$ cat src/rtl/mux21_2b_rr_arbiter.sv
// Round-robin arbiter feeding the 2:1 2-bit mux: registers the winning word and its select.
// Optional grant counters are built when ARB_GRANT_CNT_EN is defined.
module mux21_2b_rr_arbiter #(
    parameter int WIDTH = 2,
    parameter int CNT_W = 8
) (
    input  logic             clk,
    input  logic             reset,
    input  logic             valid_a,
    input  logic [WIDTH-1:0] data_a,
    output logic             ready_a,
    input  logic             valid_b,
    input  logic [WIDTH-1:0] data_b,
    output logic             ready_b,
    output logic             valid_out,
    output logic [WIDTH-1:0] data_out,
    output logic             sel_out,
`ifdef ARB_GRANT_CNT_EN
    output logic [CNT_W-1:0] cnt_a,
    output logic [CNT_W-1:0] cnt_b,
`endif
    input  logic             ready_out
);

    logic prio;
    logic load;
    logic grant_a;
    logic grant_b;

    // Register is free when empty or being drained in this same cycle.
    assign load    = !valid_out || ready_out;
    assign grant_a = !reset && load && valid_a && (!valid_b || !prio);
    assign grant_b = !reset && load && valid_b && (!valid_a ||  prio);
    assign ready_a = grant_a;
    assign ready_b = grant_b;

    always_ff @(posedge clk) begin
        if (reset) begin
            valid_out <= 1'b0;
            data_out  <= '0;
            sel_out   <= 1'b0;
            prio      <= 1'b0;
        end else if (load) begin
            if (grant_a) begin
                valid_out <= 1'b1;
                data_out  <= data_a;
                sel_out   <= 1'b0;
                prio      <= 1'b1;
            end else if (grant_b) begin
                valid_out <= 1'b1;
                data_out  <= data_b;
                sel_out   <= 1'b1;
                prio      <= 1'b0;
            end else begin
                valid_out <= 1'b0;
            end
        end
    end

`ifdef ARB_GRANT_CNT_EN
    // Saturating counters: stick at all-ones rather than wrap.
    always_ff @(posedge clk) begin
        if (reset) begin
            cnt_a <= '0;
            cnt_b <= '0;
        end else begin
            if (grant_a && cnt_a != '1) cnt_a <= cnt_a + 1'b1;
            if (grant_b && cnt_b != '1) cnt_b <= cnt_b + 1'b1;
        end
    end
`endif

endmodule
$ cat config.mk
export PLATFORM = sky130hd
export DESIGN_NAME = mux21_2b_rr_arbiter
export DESIGN_NICKNAME = d
export VERILOG_FILES = /design/src/rtl/mux21_2b_rr_arbiter.sv
export SDC_FILE = /design/constraint.sdc
export NUM_CORES = 1
export LEC_CHECK = 0
export BUFFER_PORTS_ARGS = -buffer_cell sky130_fd_sc_hd__buf_2
export CAP_MARGIN = 20
export CORE_AREA = 4 4 41 43
export DETAILED_ROUTE_END_ITERATION = 6
export DIE_AREA = 0 0 45 47
export PLACE_DENSITY = 0.38
export SLEW_MARGIN = 10
export SYNTH_ARGS = -nofsm -noshare
export SYNTH_HDL_FRONTEND = slang
export SYNTH_SLANG_ARGS = --single-unit
$ cat constraint.sdc
create_clock -name clk -period 1.75 [get_ports clk]
set_clock_uncertainty 0.2 [all_clocks]
set_input_delay 0 -clock clk [delete_from_list [all_inputs] [get_ports clk]]
set_output_delay 0 -clock clk [all_outputs]
set_load 0.02 [all_outputs]
==> impl_summary.txt <==
----------------------------------------------------
[Run status]
  Result of the run ... finished, final reports clean

[Die]
  X dimension of the die ... 45 um
  Count of pins on the block boundary ... 15
  Vertical extent of the die ... 47 um
  Full die area ... 0.002115 sq mm
  Standard-cell rows ... 13
  Core box area ... 0.001301 sq mm
  Starting Density ... 18.85%

[Synthesis]
  Post-synth net total ... 36
  Combined area of all synthesized cells ... 245.2 sq um
  Synth Warn # ... 0
  Post-Syn Area per Cell ... 9.083 sq um
  Synthesized instance count ... 27
  Number of storage elements in the synthesis netlist ... 5
  Count of different cell masters after synthesis ... 16
  Share of the yosys chip area belonging to registers ... 40.82%

[STA]
  RSZ-0062 raised after global routing ... false
  Transition time at the pin with the least slew margin ... 0.4159 ns
  Pins over their slew limit ... 0
  Count of endpoints failing setup in the final report ... 0
  Crit share post-route ... 92.48%
  Count of endpoints failing hold in the final timing report ... 0
  Max_slew headroom ... 71.55%
  Final-layout setup total negative slack ... 0 ns
  Fmax ... 0.6179 GHz
  Post-layout minimum cycle time ... 1.618 ns

[Setup path]
  Setup crit start kind ... primary input
  Crit path launch ... valid_a
  Required time worst endpoint ... 1.55 ns
  CP Class ... primary input to output port
  Highest fanout seen on the critical path ... 4
  Nature of the critical path endpoint ... output port
  Crit path arrival time ... 1.42 ns
  Startpoint of the lowest-slack register-to-register path ... valid_out

[Route]
  Routed length on met2 ... 391 um
  Post-route DRC violation count ... 0
  Count of antenna-violating nets left after detailed routing ... 0
  Count of routing violations after the opening detailed-route iteration ... 4
  Total length of routed wires ... 794 um
  Met3 Wirelength ... 62 um
  Highest routed layer ... met4
  Avg Vias per Cell ... 4.580
  Average wire per standard cell ... 11.51 um
  M1 wire length ... 305 um
  Detailed Routing Iterations Pass 1 ... 4
  Vias after detailed routing ... 316

[Cells and area]
  Fraction of layout instances using a drive strength above 1 ... 42.59%
  Layout overhead on the synthesized area ... 87.24%
  Final instance area ... 459.2 sq um
  Count of fill cells added during filler insertion ... 145
  Number of diodes ... 0
  Core occupancy in the finished layout ... 35.29%
  Nets ... 64

[Run]
  Number of maximum-capacitance constraint violations ... 0

[Global routing]
  Pin count of the biggest net entering global routing ... 8
  Wire length of the first global-routing pass ... 1.214 mm
  Vias in the first global route ... 289
  Antenna violations before repair ... 0
  Residual overflow from global routing ... 0
  GRT Overall Usage ... 8.854%

[Min path]
  Class of the worst hold path ... primary input to flop
  Hold path startpoint ... ready_out

[Clocking]
  Depth of the CTS H-tree ... 1
  CTS Sinks ... 5
  Clock slew seen by the registers of the worst setup and hold paths ... 0.05 ns
  Clock root cell ... sky130_fd_sc_hd__clkbuf_4
  Setup repair bufs after CTS ... 0
  Clock tree from TritonCTS ... yes
  Clock Path Buffers ... 2
  Insertion delay to the later sink of the worst-skew pair ... 0.26 ns
  Total CTS buffers ... 3

[Placed design]
  Final HPWL from detailed placement ... 565.4 um
  Number of buffers added on ports ... 14
  Post-DP Area ... 335.3 sq um
  Placer's final routability congestion estimate ... 0.7495

[Pwr]
  Worst vdd rail ir drop ... 0.2535 mV
  PD cells ... 790.3 mW/mm^2
  Power Total ... 0.3629 mW
  Total leakage power ... 0.2020 nW

----------------------------------------------------
==> stage by stage <==
step / hold WS (ns) / instances / setup WS [ns]
floorplan: -0.1376 / 27 / 0.1979
finish: 0.02381 / 69 / 0.1317
global route: 0.06073 / 69 / 0.06160
CTS: 0.01716 / 69 / 0.1228
detailed placement: 0.05493 / 56 / 0.4470
global placement: 0.05776 / 56 / 0.4479
==> state kept, by name, indices dropped and copies added, names as in the netlist <==
register,cells
prio,1
data_out,2
sel_out,1
valid_out,1
==> layout make-up <==
type,count,area [sq um],area share [%]
multi-input combinational,20,146.4,31.88
tap,15,18.77,4.087
clock buffer,4,26.28,5.722
timing repair buffer,23,160.2,34.88
inverter,2,7.507,1.635
sequential,5,100.1,21.80
==> cell families (layout without fill, tap and decap cells) <==
kind of cell    Yosys count  count (layout)  share of synthesized area, %
compound gates           10              10                         28.57
buf+inv                   2              29                         3.058
flops                     5               5                         40.82
simple gates             10              10                         27.55
==> timing repair <==
| action | 4_1_cts | 5_1_grt |
|---|---|---|
| hold endpoints to repair | 5 | 0 |
| resized for setup | 0 | 1 |
| endpoints found under the setup margin | 0 | 1 |
| hold buffers | 9 | 0 |
==> critical path, cell delays in order <==
cell and delay (ns):
sky130_fd_sc_hd__dlygate4sd3_1 0.53, sky130_fd_sc_hd__buf_2 0.14, sky130_fd_sc_hd__nor2b_1 0.16, sky130_fd_sc_hd__or3_4 0.34
sky130_fd_sc_hd__nor2_1 0.08, sky130_fd_sc_hd__buf_2 0.16
==> routing by layer <==
metal | track usage [%] | vias to the layer above
li1 | - | 161
met1 | 8.428 | 137
met2 | 14.12 | 13
met3 | 3.831 | 5
met4 | 8.772 | 0
met5 | 0 | -
==> cells in the final DEF, fill, tap and decap left out, types with 2 or more instances in the layout <==
master / count
sky130_fd_sc_hd__a21oi_1: 3
sky130_fd_sc_hd__buf_2: 14
sky130_fd_sc_hd__clkbuf_4: 3
sky130_fd_sc_hd__dlygate4sd3_1: 9
sky130_fd_sc_hd__nor4_1: 4
sky130_fd_sc_hd__dfxtp_1: 5
sky130_fd_sc_hd__a2111oi_0: 2
==> cell usage after synthesis <==
master | count | area [sq um]
sky130_fd_sc_hd__nand2b_1 | 1 | 6.260
sky130_fd_sc_hd__o21ai_0 | 1 | 5.000
sky130_fd_sc_hd__or3_4 | 1 | 11.26
sky130_fd_sc_hd__dfxtp_1 | 5 | 100.1
sky130_fd_sc_hd__nor2b_2 | 1 | 8.760
sky130_fd_sc_hd__a311oi_1 | 1 | 8.760
sky130_fd_sc_hd__nor4_1 | 4 | 25.02
sky130_fd_sc_hd__or2_2 | 1 | 6.260
sky130_fd_sc_hd__a21oi_2 | 1 | 8.760
sky130_fd_sc_hd__inv_2 | 1 | 3.750
sky130_fd_sc_hd__inv_1 | 1 | 3.750
sky130_fd_sc_hd__nor2_1 | 1 | 3.750
sky130_fd_sc_hd__a21oi_1 | 3 | 15.01
sky130_fd_sc_hd__nor2b_1 | 1 | 6.260
sky130_fd_sc_hd__a31oi_1 | 1 | 6.260
sky130_fd_sc_hd__a2111oi_0 | 3 | 26.28
==> worst paths after layout <==
path / slack, ns / cells past startpoint / end
setup reg to reg: 0.15 / 3 / prio
hold / removal: 0.02 / 4 / sel_out
setup / recovery: 0.13 / 6 / ready_b
hold reg to reg: 0.31 / 2 / sel_out
==> report_power, final <==
group / switching, mW / internal (mW) / leakage, nW
Sequential: 0.00703 / 0.124 / 0.0417
Clock: 0.0573 / 0.0869 / 0.0150
Combinational: 0.0435 / 0.0440 / 0.145
Power figures use the tool's default switching activity.
